### src/rtl/video_axis_pkg.sv
// Shared definitions for the AXI4-Stream packet arbiter: FSM encoding,
// counter widths and the round-robin successor helper.
package video_axis_pkg;

    // Arbiter FSM: waiting for a request, or forwarding one source's packet.
    typedef enum logic {
        ST_IDLE  = 1'b0,
        ST_GRANT = 1'b1
    } arb_state_e;

    // Width of the completed-packet counter.
    localparam int PKT_COUNT_W = 16;

    // Next index in round-robin order, wrapping back to 0 after num_src-1.
    function automatic int unsigned rr_next(input int unsigned idx,
                                            input int unsigned num_src);
        if (idx + 1 >= num_src) begin
            return 0;
        end
        return idx + 1;
    endfunction

    // Bits needed to index n items; never less than 1 so ports stay legal.
    function automatic int unsigned idx_width(input int unsigned n);
        if (n > 1) begin
            return $clog2(n);
        end
        return 1;
    endfunction

endpackage

### src/rtl/rr_arbiter.sv
// Round-robin selector: picks the first requester after last_grant,
// wrapping modulo NUM_SRC. Purely combinational.
module rr_arbiter
    import video_axis_pkg::*;
#(
    parameter int NUM_SRC = 2,
    parameter int IDX_W   = idx_width(NUM_SRC)
) (
    input  logic [NUM_SRC-1:0] req,
    input  logic [IDX_W-1:0]   last_grant,
    output logic [NUM_SRC-1:0] grant_onehot,
    output logic [IDX_W-1:0]   grant_idx,
    output logic               grant_valid
);

    logic [IDX_W-1:0] cand;

    // Walk the sources starting just after last_grant; the first one found wins.
    always_comb begin
        grant_onehot = '0;
        grant_idx    = '0;
        grant_valid  = 1'b0;
        cand         = last_grant;
        for (int k = 0; k < NUM_SRC; k++) begin
            cand = IDX_W'(rr_next(32'(cand), NUM_SRC));
            if (!grant_valid && req[cand]) begin
                grant_valid        = 1'b1;
                grant_idx          = cand;
                grant_onehot[cand] = 1'b1;
            end
        end
    end

endmodule

### src/rtl/axi4stream_packet_arbiter.sv
// Packet-level AXI4-Stream arbiter: locks one source for a whole packet,
// forwards it combinationally, and forces packet end after MAX_BEATS beats.
module axi4stream_packet_arbiter
    import video_axis_pkg::*;
#(
    parameter int NUM_SRC   = 2,
    parameter int AXI_WIDTH = 8,
    parameter int MAX_BEATS = 8
) (
    input  logic                              aclk,
    input  logic                              areset,
    input  logic [NUM_SRC*AXI_WIDTH-1:0]      s_tdata,
    input  logic [NUM_SRC-1:0]                s_tvalid,
    input  logic [NUM_SRC-1:0]                s_tlast,
    output logic [NUM_SRC-1:0]                s_tready,
    output logic [AXI_WIDTH-1:0]              m_tdata,
    output logic                              m_tvalid,
    output logic                              m_tlast,
    input  logic                              m_tready,
    output logic [idx_width(NUM_SRC)-1:0]     grant_id,
    output logic                              busy,
    output logic [PKT_COUNT_W-1:0]            pkt_count,
    output logic                              err_overlong
);

    localparam int                IDX_W     = idx_width(NUM_SRC);
    localparam int                BEAT_W    = idx_width(MAX_BEATS);
    localparam logic [BEAT_W-1:0] LAST_BEAT = BEAT_W'(MAX_BEATS - 1);

    arb_state_e               state_q, state_d;
    logic [IDX_W-1:0]         grant_id_q, grant_id_d;
    logic [NUM_SRC-1:0]       grant_onehot_q, grant_onehot_d;
    logic [IDX_W-1:0]         last_grant_q, last_grant_d;
    logic [BEAT_W-1:0]        beat_cnt_q, beat_cnt_d;
    logic [PKT_COUNT_W-1:0]   pkt_count_q, pkt_count_d;
    logic                     err_overlong_q, err_overlong_d;

    logic [NUM_SRC-1:0]       rr_onehot;
    logic [IDX_W-1:0]         rr_idx;
    logic                     rr_valid;

    logic [AXI_WIDTH-1:0]     src_data [NUM_SRC];
    logic                     src_last;
    logic                     beat_fire;

    // Split the flat source bus into one word per source.
    for (genvar i = 0; i < NUM_SRC; i++) begin : g_unpack
        assign src_data[i] = s_tdata[i*AXI_WIDTH +: AXI_WIDTH];
    end

    rr_arbiter #(
        .NUM_SRC (NUM_SRC),
        .IDX_W   (IDX_W)
    ) u_rr (
        .req          (s_tvalid),
        .last_grant   (last_grant_q),
        .grant_onehot (rr_onehot),
        .grant_idx    (rr_idx),
        .grant_valid  (rr_valid)
    );

    // Pass-through path: only the granted source reaches the master side.
    always_comb begin
        m_tdata  = '0;
        m_tvalid = 1'b0;
        m_tlast  = 1'b0;
        s_tready = '0;
        src_last = 1'b0;
        if (state_q == ST_GRANT) begin
            src_last = s_tlast[grant_id_q];
            m_tdata  = src_data[grant_id_q];
            m_tvalid = s_tvalid[grant_id_q];
            m_tlast  = src_last | (beat_cnt_q == LAST_BEAT);
            s_tready = grant_onehot_q & {NUM_SRC{m_tready}};
        end
    end

    assign beat_fire = m_tvalid & m_tready;

    // Next-state logic: arbitrate in IDLE, count beats and close packets in GRANT.
    always_comb begin
        state_d        = state_q;
        grant_id_d     = grant_id_q;
        grant_onehot_d = grant_onehot_q;
        last_grant_d   = last_grant_q;
        beat_cnt_d     = beat_cnt_q;
        pkt_count_d    = pkt_count_q;
        err_overlong_d = err_overlong_q;
        unique case (state_q)
            ST_IDLE: begin
                if (rr_valid) begin
                    state_d        = ST_GRANT;
                    grant_id_d     = rr_idx;
                    grant_onehot_d = rr_onehot;
                    beat_cnt_d     = '0;
                end
            end
            ST_GRANT: begin
                if (beat_fire) begin
                    if (m_tlast) begin
                        state_d      = ST_IDLE;
                        last_grant_d = grant_id_q;
                        beat_cnt_d   = '0;
                        pkt_count_d  = pkt_count_q + 1'b1;
                        if (!src_last) begin
                            err_overlong_d = 1'b1;
                        end
                    end else begin
                        beat_cnt_d = beat_cnt_q + 1'b1;
                    end
                end
            end
            default: begin
                state_d = ST_IDLE;
            end
        endcase
    end

    // State and counter registers; reset wins over everything and abandons any packet.
    always_ff @(posedge aclk) begin
        if (areset) begin
            state_q        <= ST_IDLE;
            grant_id_q     <= '0;
            grant_onehot_q <= '0;
            last_grant_q   <= IDX_W'(NUM_SRC - 1);
            beat_cnt_q     <= '0;
            pkt_count_q    <= '0;
            err_overlong_q <= 1'b0;
        end else begin
            state_q        <= state_d;
            grant_id_q     <= grant_id_d;
            grant_onehot_q <= grant_onehot_d;
            last_grant_q   <= last_grant_d;
            beat_cnt_q     <= beat_cnt_d;
            pkt_count_q    <= pkt_count_d;
            err_overlong_q <= err_overlong_d;
        end
    end

    assign grant_id     = grant_id_q;
    assign busy         = (state_q == ST_GRANT);
    assign pkt_count    = pkt_count_q;
    assign err_overlong = err_overlong_q;

endmodule

### config.mk
export PLATFORM = sky130hd
export DESIGN_NAME = axi4stream_packet_arbiter
export DESIGN_NICKNAME = d
export VERILOG_FILES = /design/src/rtl/video_axis_pkg.sv /design/src/rtl/rr_arbiter.sv /design/src/rtl/axi4stream_packet_arbiter.sv
export SDC_FILE = /design/constraint.sdc
export NUM_CORES = 1
export LEC_CHECK = 0
export CORE_MARGIN = 2
export CORE_UTILIZATION = 35
export DETAILED_ROUTE_END_ITERATION = 8
export GPL_ROUTABILITY_DRIVEN = 0
export GPL_TIMING_DRIVEN = 1
export PLACE_DENSITY_LB_ADDON = 0.3
export SLEW_MARGIN = 15
export SYNTH_ARGS = -nofsm -noshare
export SYNTH_HDL_FRONTEND = slang
export SYNTH_SLANG_ARGS = --single-unit
### constraint.sdc
create_clock -name aclk -period 1.8 [get_ports aclk]
set_clock_uncertainty 0.15 [all_clocks]
set_input_delay 0.36 -clock aclk [delete_from_list [all_inputs] [get_ports aclk]]
set_output_delay 0.36 -clock aclk [all_outputs]
set_load 0.01 [all_outputs]
==> impl_metrics.csv <==
group,metric,value,unit
flow_run,cap_viol_max_count,0,
cells_and_area,layout-drive-gt1-share,27.7,%
drt,vias,1511,
clock_tree,cts_inserted_buffers,3,
worst_setup_path,cp_slowest_cell,"dfxtp_4",
global_routing,grt_antenna_before_repair,0,
worst_setup_path,crit_arrival,1.34,ns
sta,hold_viol_final,0,
global_routing,grt_overflow_total,0,
die,coreArea,3740,um^2
worst_setup_path,path_delay_family,"flip-flops",
synth,synthDistinctLibCells,40,
synth,synth_flop_cell,"dfxtp_1",
drt,wirelength,4040,um
hold_path,holdCritPathClass,"flip-flop to flip-flop",
cells_and_area,final_cell_mix,"31 x clkdlybuf4s50_1, 20 x buf_4, 17 x a21oi_1, 17 x dfxtp_1",
cells_and_area,nNetsFinal,269,
placed_design,dpl-instance-area,2120,um^2
sta,max_freq,0.539,GHz
global_routing,grt_pass1_vias,1325,
sta,final_max_slew_viol_count,0,
synth,synth_top_cell_area_share,36.1,%
drt,first_pass_iters,4,
synth,synth_largest_area_cell,"dfxtp_1",
synth,ys_warn_count,0,
worst_setup_path,timing.critical_path.slowest_cell_delay,0.37,ns
synth,async_reset_ff_share,0,%
sta,tightest_slew,0.415,ns
synth,synth-edff-count,0,
clock_tree,ctsHoldBuffers,0,
worst_setup_path,critPathMaxFanout,4,
worst_setup_path,critical_path_class,"flip-flop to output pin",
drt,drtAntennaViolNets,0,
placed_design,port-buffer-count,53,
power,peakVddDrop,0.000342,V
worst_setup_path,worstPathRequired,1.29,ns
clock_tree,clk_pin_slew,0.09,ns
drt,avgViaCountPerCell,5.21,
cells_and_area,instances_no_fill,290,
drt,drc,0,
worst_setup_path,crit_path_start_kind,"flip-flop",
sta,rsz0062_at_grt,"yes",
global_routing,grt_max_degree,26,
sta,fin_crit_sh,103,%
drt,drt-initial-drc-count,52,
synth,syn-num-nets,190,
synth,ys_seq_elements,25,
status,status,"finished, violations left",
clock_tree,cts_buffer_depth,2,
die,placementRows,22,
cells_and_area,final_common_cell,"clkdlybuf4s50_1",
placed_design,dpl.cell_count,279,
synth,synthesis.area,1390,um^2
sta,fin_ws,-0.0548,ns
global_routing,grt_pass1_wl,6330,um
power,p_per_area,504,nW/um^2
drt,routedWlPerCell,13.9,um
die,initial_utilization,37.0,%
cells_and_area,nFillCells,342,
status,violations,"negative setup slack",
clock_tree,numClockSinks,25,
synth,seq_area_frac_synth,36.1,%
die,ioPinCount,54,
clock_tree,tritoncts,"built",
global_routing,grt_use_total,18.5,%
die,die_h,66.9,um
power,p_leak,0.951,nW
sta,setup_viol,9,
cells_and_area,diodes,0,
power,power,1.17,mW
clock_tree,ctsHtreeMaxLevel,1,
worst_setup_path,crit_chain,"buf_6 -> mux2_4 -> nor2_4 -> nor2b_1 -> buf_2",
clock_tree,cts_root_buf,"clkbuf_8",
synth,synthTopCellsByArea,"dfxtp_1 36%, mux2i_1 7.2%, a21oi_1 6.9%, nor2b_1 4.1%, or3_1 3.6%",
cells_and_area,areaGrowthSynthToFinish,68.0,%
die,die_w,66.9,um
synth,postSynthAreaPerCell,8.45,um^2
worst_setup_path,cp_num_buf_inv,2,
sta,relSlewSlack,72.3,%
synth,syn_inst,164,
cells_and_area,final_area,2330,um^2
clock_tree,clk_latency,0.27,ns
worst_setup_path,end_kind,"output pin",
cells_and_area,fin_util,62.2,%
die,dieArea,4480,um^2
sta,period_needed,1.85,ns
sta,tns,-0.244,ns
placed_design,hpwl,2860,um
repair_timing:
item,in CTS,in global routing
buffers inserted,4,2
cloned,1,0
gates resized for setup,67,21
endpoints found under the setup margin,32,34
pin swaps,5,9
area by class of cell:
class                      count  area, um^2  area share (%)
tap                           48        60.1            2.58
timing repair buffer          84         791            34.0
inverter                       5        18.8           0.806
sequential                    25         513            22.0
multi-input combinational    124         901            38.7
clock buffer                   4        45.0            1.93
path summary, 6_finish.rpt:
path / depth (start not counted) / startpoint / end / slack [ns]
min reg2reg: 2 / err_overlong / err_overlong / 0.31
min: 2 / err_overlong / err_overlong / 0.31
max reg2reg: 7 / grant_id / pkt_count[12] / -0.04
max: 5 / grant_id / m_tlast / -0.05
metal layers:
metal | part of all wire [%] | routed length [um] | GRT usage, % | up-vias
met4 | 0.25 | 10 | 3.83 | 0
met3 | 3.3 | 132 | 3.72 | 3
met5 | 0 | 0 | 0 | -
met1 | 48 | 1950 | 26.9 | 717
li1 | - | - | - | 760
met2 | 48 | 1950 | 28.0 | 31
through the flow:
| stage | setup WS, ns | hold WS (ns) |
|---|---|---|
| 3_5_place_dp | -0.436 | 0.295 |
| 3_3_place_gp | -0.413 | 0.285 |
| 6_report | -0.0548 | 0.314 |
| 4_1_cts | -0.0656 | 0.308 |
| 5_1_grt | -0.100 | 0.326 |
| 2_1_floorplan | 0.0288 | 0.282 |
tightest hold or removal path: cells and delay by family, from the launching register on:
kind	cells	cell delay, ns
AOI/OAI and AO/OA	1	0.05
buffers and inverters	1	0.06
DFF	1	0.32
synthesized netlist by cell type, types with 4 or more instances:
library cell	n
dfxtp_1	25
nand2_1	7
o21ai_1	6
clkbuf_1	6
nor2_1	11
nand3_1	6
a21oi_1	19
or3_1	8
inv_1	5
nand4_1	7
nand2b_1	4
mux2i_1	10
nor2b_1	9
power breakdown:
group	total, mW	switching, mW	internal (mW)
sequential	0.571	0.00809	0.563
combinational	0.267	0.110	0.157
clock	0.336	0.178	0.158
total	1.17	0.295	0.878
registers in the layout, summed over array words and instances (netlist names):
register	flops
beat_cnt_q	3
last_grant_q	1
err_overlong	1
busy	1
grant_onehot_q	2
grant_id	1
pkt_count	16
logic make-up (layout without fill, tap and decap cells):
kind of cell | after synthesis | after routing | synth area share (%)
adder cells (fa/ha/maj) | 3 | 3 | 2.71
AND/OR/NAND/NOR | 66 | 66 | 27.1
buffers and inverters | 15 | 93 | 4.69
multiplexers | 12 | 12 | 9.39
XOR/XNOR | 2 | 2 | 1.26
AO/OA/AOI/OAI | 41 | 41 | 18.8
flip-flops | 25 | 25 | 36.1
No activity file was read; power rests on OpenSTA's default activity.
